[src/rtl/sequence_transmitter_pkg.sv]
// sequence_transmitter_pkg: FSM encoding and constants shared with the sequence detectors
package sequence_transmitter_pkg;
  typedef enum logic [1:0] {IDLE, SEND, GAP_ST, FINISH} state_t;
  localparam logic [5:0] DEFAULT_PATTERN = 6'b101_011;
  localparam logic FOUND = 1'b1;
  localparam logic NOT_FOUND = 1'b0;
endpackage

[src/rtl/sequence_transmitter_gap_counter.sv]
// gap_counter: loadable down-counter with zero flag, used for bit index and gap length
module gap_counter #(
  parameter int W = 4
) (
  input  logic         clk,
  input  logic         reset,
  input  logic         load,
  input  logic         dec,
  input  logic [W-1:0] init,
  output logic [W-1:0] count,
  output logic         zero
);
  assign zero = count == '0;
  // load has priority over decrement
  always_ff @(posedge clk or posedge reset)
    if (reset) count <= '0;
    else if (load) count <= init;
    else if (dec) count <= count - W'(1);
endmodule

[src/rtl/sequence_transmitter.sv]
// sequence_transmitter: emits a latched word MSB-first for N frames with idle gaps
module sequence_transmitter
  import sequence_transmitter_pkg::*;
#(
  parameter int               WIDTH   = 6,
  parameter logic [WIDTH-1:0] PATTERN = DEFAULT_PATTERN,
  parameter int               GAP     = 1,
  parameter int               CNT_W   = 4
) (
  input  logic             clk,
  input  logic             reset,
  input  logic             start,
  input  logic             use_pattern,
  input  logic [WIDTH-1:0] word_in,
  input  logic [CNT_W-1:0] frames,
  output logic             data_out,
  output logic             valid,
  output logic             busy,
  output logic             done,
  output logic [CNT_W-1:0] frames_sent
);
  localparam int MAXV = WIDTH > GAP ? WIDTH : GAP;
  localparam int CW = MAXV > 1 ? $clog2(MAXV) : 1;
  localparam logic [CW-1:0] IDX_LD = CW'(WIDTH - 1);
  localparam logic [CW-1:0] GAP_LD = CW'(GAP > 0 ? GAP - 1 : 0);
  state_t state, state_nxt;
  logic [WIDTH-1:0] word_q;
  logic [CNT_W-1:0] frames_q, fs_inc;
  logic [CW-1:0] cnt;
  logic cnt_zero, cnt_load, active;
  assign active = state == SEND || state == GAP_ST;
  assign cnt_load = !active || cnt_zero;
  assign fs_inc = frames_sent + CNT_W'(1);
  // one counter walks the bit index in SEND and the gap length in GAP_ST
  gap_counter #(.W(CW)) u_cnt (
    .clk   (clk),
    .reset (reset),
    .load  (cnt_load),
    .dec   (active),
    .init  (state_nxt == GAP_ST ? GAP_LD : IDX_LD),
    .count (cnt),
    .zero  (cnt_zero)
  );
  // next state: frame ends when the index reaches 0, burst ends when the frame count is met
  always_comb begin
    state_nxt = state;
    case (state)
      IDLE:    state_nxt = start ? (frames != '0 ? SEND : FINISH) : IDLE;
      SEND:    state_nxt = !cnt_zero ? SEND : fs_inc == frames_q ? FINISH : GAP > 0 ? GAP_ST : SEND;
      GAP_ST:  state_nxt = cnt_zero ? SEND : GAP_ST;
      default: state_nxt = IDLE;
    endcase
  end
  // state, burst parameters latched on start, and registered outputs
  always_ff @(posedge clk or posedge reset)
    if (reset) begin
      state <= IDLE;
      word_q <= '0;
      frames_q <= '0;
      frames_sent <= '0;
      data_out <= 1'b0;
      valid <= 1'b0;
      busy <= 1'b0;
      done <= 1'b0;
    end else begin
      state <= state_nxt;
      if (state == IDLE && start) begin
        word_q <= use_pattern ? PATTERN : word_in;
        frames_q <= frames;
        frames_sent <= '0;
      end
      if (state == SEND && cnt_zero && frames_sent != frames_q) frames_sent <= fs_inc;
      data_out <= state == SEND && word_q[cnt];
      valid <= state == SEND;
      busy <= active;
      done <= state == FINISH;
    end
endmodule

[config.mk]
export PLATFORM = sky130hd
export DESIGN_NAME = sequence_transmitter
export DESIGN_NICKNAME = d
export VERILOG_FILES = /design/src/rtl/sequence_transmitter_pkg.sv /design/src/rtl/sequence_transmitter_gap_counter.sv /design/src/rtl/sequence_transmitter.sv
export SDC_FILE = /design/constraint.sdc
export NUM_CORES = 1
export LEC_CHECK = 0
export CORE_ASPECT_RATIO = 0.8
export CORE_UTILIZATION = 40
export DETAILED_ROUTE_END_ITERATION = 7
export SETUP_SLACK_MARGIN = 0.05
export SLEW_MARGIN = 25
export SYNTH_ARGS = -nofsm -noshare
export SYNTH_HDL_FRONTEND = slang
export SYNTH_SLANG_ARGS = --single-unit
export TNS_END_PERCENT = 1
[constraint.sdc]
create_clock -name clk -period 1.8 [get_ports clk]
set_input_delay 0.36 -clock clk [delete_from_list [all_inputs] [get_ports clk]]
set_output_delay 0.36 -clock clk [all_outputs]
set_load 0.01 [all_outputs]
==> flow_metrics.tcl, run 1 <==
set metrics [dict create \
    status "completed" \
    final_hold_viol_count 0 \
    crit_buf_inv 1 \
    cp.arrival_ns 1.35 \
    dieArea_um2 3140 \
    ys_types 26 \
    synth_common_cells "dfrtp_1, nor2_1, o21ai_0, nand2_1, inv_1" \
    post-route-min-period_ns 1.71 \
    yosys_register_bits 23 \
    worstPathMaxFanout 4 \
    dp_slack_ns 0.133 \
    cts_buffer_depth 2 \
    synth-simple-area-share_pct 15.0 \
    antenna_cells 0 \
    syn_nets 131 \
    gp_congestion 0.736 \
    rows 17 \
    powerDensity_nw_per_um2 1560 \
    critPathKind "reg2out" \
    drive_gt1_share_pct 13.5 \
    drtPass1Iterations 4 \
    cpPeakStageDelay_ns 0.57 \
    clock_latency_ns 0.32 \
    grt_use_total_pct 15.4 \
    dieHeight_um 50.3 \
    crit_path_start "frames_sent[3]$_DFFE_PP0P_" \
    fmaxAchievable_mhz 585 \
    synth_most_common_cell "dfrtp_1" \
    area_growth_pct 28.9 \
    cp_cell_sequence "clkdlybuf4s50_1" \
    synth_edf_count 0 \
    synthArstFlopShare_pct 100 \
    numCtsBuffers 3 \
    grt_pass1_wl_um 3640 \
    core_area_um2 2770 \
    synth_area_um2 1170 \
    synth_top_family_by_area "simple AND/OR/NAND/NOR gates" \
    clock-root-buffer "clkbuf_4" \
    vias 852 \
    critical_path_required_ns 1.44 \
    synth-compound-area-share_pct 11.1 \
    fill_cells 262 \
    nets 163 \
    crit_path_end_kind "output pin" \
    synthXorXnorAreaFrac_pct 5.89 \
    synthTopCellsByArea "dfrtp_1, ha_1, o21ai_0, mux2_2, nor2_1" \
    cp_top_family "buffers and inverters" \
    slew_viol_final 0 \
    via_per_inst 4.76 \
    grt_pass1_vias 797 \
    synthMuxAreaShare_pct 8.35 \
    synth_cells 110 \
    synth_top_cell_by_area "dfrtp_1" \
    setup_viol 0 \
    layout_setup_ws_ns 0.0909 \
    h-tree-depth 1 \
    yosysWarningCount 0 \
    cp_slowest_cell "clkdlybuf4s50_1" \
    ff2ff_path_depth 6 \
    ir_drop_uv 772 \
    maxSlewHeadroom_pct 70.7 \
    ys.flop_type "dfrtp_1" \
    dp_hpwl_um 1610 \
    ys_seq_area_share_pct 49.3 \
    io_buffers 21 \
    tightest_slew_ns 0.436 \
    r2r-start "frames_sent[1]$_DFFE_PP0P_" \
    io_pins 22 \
    power_uw 2350 \
    r2r-end "frames_sent[3]$_DFFE_PP0P_" \
    drv_cap 0 \
    cts_num_sinks 23 \
    wl_per_cell_um 11.8 \
    synth.avg_cell_area_um2 10.6 \
    synth_adder_area_share_pct 7.49 \
    clock_skew_ns 0.0202 \
    r2r_slack_ns 0.12 \
    die_w_um 62.4 \
    drt_iter0_markers 26 \
    min_path_type "in2async" \
    start_kind "register" \
    clk_pin_slew_ns 0.14 \
    grt_start_max_net_pins 24 \
    drt_wl_total_um 2110 \
    cts_tree "done" \
    initial_core_util_pct 42.3 \
    finalCritPeriodShare_pct 95.0 \
    drtAntennaViolNets 0 \
    grt_overflow 0 \
    synth.top_cell.area_share_pct 49.3 \
    totalNegativeSetupSlack_ns 0 \
    rsz0062_at_grt "true" \
    p_leak_uw 0.000708 \
    antenna_found_initial 0 \
    drc 0 \
]
==> flip-flops by register name, indices dropped and copies added (netlist names) <==
name,flops
valid,1
state,2
frames_q,4
done,1
busy,1
word_q,6
frames_sent,4
u_cnt.count,3
data_out,1
==> kinds of logic (layout without fill, tap and decap cells) <==
group	count (synthesis)	after routing
AOI/OAI and AO/OA	20	20
xor gates and xnor gates	7	7
adders and majority gates	7	7
buffers and inverters	9	40
DFF	23	23
muxes	8	8
and+or+nand+nor	36	36
==> layer usage <==
metal  wire [µm]  track usage [%]
met5           0                0
met1        1020             21.2
met3         100             4.77
met4          13             3.49
met2         974             23.9
==> report_power, final <==
| part | internal [µW] | total, µW | switching [µW] |
|---|---|---|---|
| clock | 83.1 | 241 | 158 |
| combinational | 609 | 1200 | 595 |
| sequential | 748 | 904 | 156 |
| total | 1440 | 2350 | 908 |
==> layout make-up <==
class	instances	area, µm²	area share, %
well taps	38	47.5	3.16
flip-flops and latches	23	576	38.2
repair buffers	28	265	17.6
clock buffers	3	22.5	1.50
multi-input cells	78	561	37.2
inverters	8	30.0	1.99
clock inverters	1	5.00	0.332
==> cells in the final DEF, fill, tap and decap left out, types with 4 or more instances in the layout <==
master            n
mux2_2            4
nand2_1           9
dfrtp_1          23
nor2b_1           4
nand3_1           4
ha_1              7
xor2_1            4
nand2b_1          4
o21ai_0          10
clkdlybuf4s50_1  20
inv_1             8
nor2_1           10
buf_4             7
==> through the flow <==
step           cells  util [%]  hold WS, ns  cell area [µm²]
6_report         179      54.5        0.350             1510
5_1_grt          179      54.5        0.353             1510
4_1_cts          178      54.1        0.355             1500
3_5_place_dp     173      52.8        0.470             1460
3_3_place_gp     173      52.8        0.468             1460
2_1_floorplan    110         -        0.362             1170
==> repair_timing <==
item                                    4_1_cts  5_1_grt
setup buffers                                 1        1
pin swaps                                     0        1
endpoints found under the setup margin        1        8
hold buffers                                  0        0
cloned                                        0        0
resized for setup                             0        2
hold endpoints to repair                      0        0
==> worst max-delay path by stage <==
stage | end | depth (start not counted)
3_3_place_gp | frames_sent[3]$_DFFE_PP0P_ | 7
4_1_cts | frames_sent[0] | 2
5_1_grt | frames_sent[3]$_DFFE_PP0P_ | 6
2_1_floorplan | frames_sent[3]$_DFFE_PP0P_ | 5
6_report | frames_sent[3] | 1
3_5_place_dp | frames_sent[3]$_DFFE_PP0P_ | 7
==> tightest hold or removal path, stage by stage <==
cell and delay (ns):
clkdlybuf4s50_1 0.39, inv_1 0.05, buf_4 0.28
(Power assumes the default switching activity.)
==> inputs of run 2 (changes only) <==
Settings changed: CORE_MARGIN from default to 4.
==> flow_metrics.tcl, run 2 (synthesis gave the netlist of run 1 again) <==
set metrics [dict create \
    status "completed" \
    ir_drop_uv 686 \
    p_leak_uw 0.000713 \
    drt_iter0_markers 30 \
    clock_skew_ns 0.0114 \
    cp_top_family "buffers and inverters" \
    vias 869 \
    worstPathMaxFanout 4 \
    clock-root-buffer "clkbuf_8" \
    dp.cells 174 \
    drc 0 \
    grt_overflow 0 \
    critPathKind "reg2out" \
    largest_register "word_q" \
    cts_buffer_depth 2 \
    fmaxAchievable_mhz 603 \
    antenna_cells 0 \
    totalNegativeSetupSlack_ns 0 \
    initial_core_util_pct 41.9 \
    maxSlewHeadroom_pct 71.7 \
    cp_slowest_cell "clkdlybuf4s50_1" \
    largest_register_ffs 6 \
    dieHeight_um 56.3 \
    h-tree-depth 1 \
    crit_cells 2 \
    crit_buf_inv 2 \
    dp_hpwl_um 1730 \
    cp_cell_sequence "buf_4 > clkdlybuf4s50_1" \
    core_area_um2 2790 \
    dieArea_um2 3860 \
    busiest_layer "met2" \
    grt_use_total_pct 14.0 \
    grt_pass1_vias 909 \
    numCtsBuffers 3 \
    critical_path_required_ns 1.44 \
    via_per_inst 4.77 \
    final_hold_viol_count 0 \
    drtAntennaViolNets 0 \
    post-route-min-period_ns 1.66 \
    start_kind "register" \
    drv_cap 0 \
    powerDensity_nw_per_um2 1580 \
    cp.arrival_ns 1.30 \
    cts_num_sinks 23 \
    grt_util_met2_pct 20.8 \
    r2r_slack_ns 0.14 \
    wl_per_cell_um 12.2 \
    final-instance-count-excl-fill 182 \
    final_common_cell "dfrtp_1" \
    gp_congestion 0.769 \
    reg_top3 "word_q x6, frames_q x4, frames_sent x4" \
    grt_start_max_net_pins 24 \
    nets 166 \
    grt_pass1_wl_um 4050 \
    cpPeakStageDelay_ns 0.52 \
    cts_tree "done" \
    layout_common_cells "dfrtp_1, clkdlybuf4s50_1, o21ai_0, buf_4" \
    setup_viol 0 \
    tightest_slew_ns 0.420 \
    drt_wl_total_um 2230 \
    die_w_um 68.4 \
    io_buffers 21 \
    rows 17 \
    drtPass1Iterations 4 \
    ff2ff_path_depth 7 \
    grtUsageMet3_pct 5.00 \
    clock_latency_ns 0.27 \
    io_pins 22 \
    slew_viol_final 0 \
    clk_pin_slew_ns 0.09 \
    drive_gt1_share_pct 16.7 \
    use_met1_pct 18.7 \
    rsz0062_at_grt "true" \
    antenna_found_initial 0 \
    finalCritPeriodShare_pct 92.1 \
    min_path_type "in2async" \
    area_growth_pct 32.9 \
    hold_buffers 0 \
    crit_path_end_kind "output pin" \
]
[run 2: cell types whose count changed in the layout (fill, tap and decap cells not counted)]
cell             change
buf_4                +3
clkbuf_4             -3
clkbuf_8             +3
clkdlybuf4s50_1      +1
dlymetal6s2s_1       -1
nor2_1               -1
nor2_2               +1
nor3_1               -1
nor3_2               +1
[run 2: final timing paths]
kind                                            start                    endpoint
max in group asynchronous                       reset       word_q[2]$_DFFE_PP0P_
min in group clk                word_q[4]$_DFFE_PP0P_       word_q[4]$_DFFE_PP0P_
min reg2reg                     word_q[4]$_DFFE_PP0P_       word_q[4]$_DFFE_PP0P_
min                                             reset  u_cnt.count[0]$_DFFE_PP0P_
max reg2reg                frames_sent[1]$_DFFE_PP0P_  frames_sent[3]$_DFFE_PP0P_
max                        frames_sent[0]$_DFFE_PP0P_              frames_sent[0]
[run 2: metal layers]
| layer | vias to the layer above | part of all wire, % |
|---|---|---|
| li1 | 438 | - |
| met1 | 409 | 47 |
| met2 | 20 | 49 |
| met3 | 2 | 3.9 |
| met4 | 0 | 0.45 |
| met5 | - | 0 |
[run 2: power by group]
part	switching, µW	internal [µW]	total [µW]
registers	155	750	905
logic	608	629	1240
clock network	162	154	316
total	925	1530	2460
[run 2: repair_timing]
item                       4_1_cts  5_1_grt
setup endpoints to repair        0        5
buffers inserted                 0        4
hold endpoints to repair         0        0
gates resized for setup          0        3
[run 2: cell type report]
| cell class | count | area [µm²] |
|---|---|---|
| well taps | 38 | 47.5 |
| clock inverters | 1 | 5.00 |
| multi-input cells | 78 | 568 |
| clock buffers | 3 | 41.3 |
| repair buffers | 31 | 285 |
| fillers | 247 | 1230 |
| flip-flops and latches | 23 | 576 |
| inverters | 8 | 30.0 |
[run 2: per-stage QoR]
step / cell area (µm²) / hold slack [ns] / utilization [%] / power (µW) / setup slack (ns)
2_1_floorplan: 1170 / 0.362 / - / 1690 / 0.239
3_3_place_gp: 1470 / 0.461 / 52.7 / 2080 / 0.140
3_5_place_dp: 1470 / 0.470 / 52.7 / 2110 / 0.106
4_1_cts: 1510 / 0.440 / 54.3 / 2430 / 0.0886
5_1_grt: 1550 / 0.466 / 55.7 / 2700 / 0.0426
6_report: 1550 / 0.430 / 55.7 / 2460 / 0.142
[run 2: worst register-to-register path: stages (launching register included)]
cell     delay [ns]
dfrtp_1        0.39
buf_4          0.15
xor2_1         0.18
o41ai_4        0.42
buf_4          0.18
nor2b_1        0.04
o21ai_1        0.11
o31ai_1        0.08
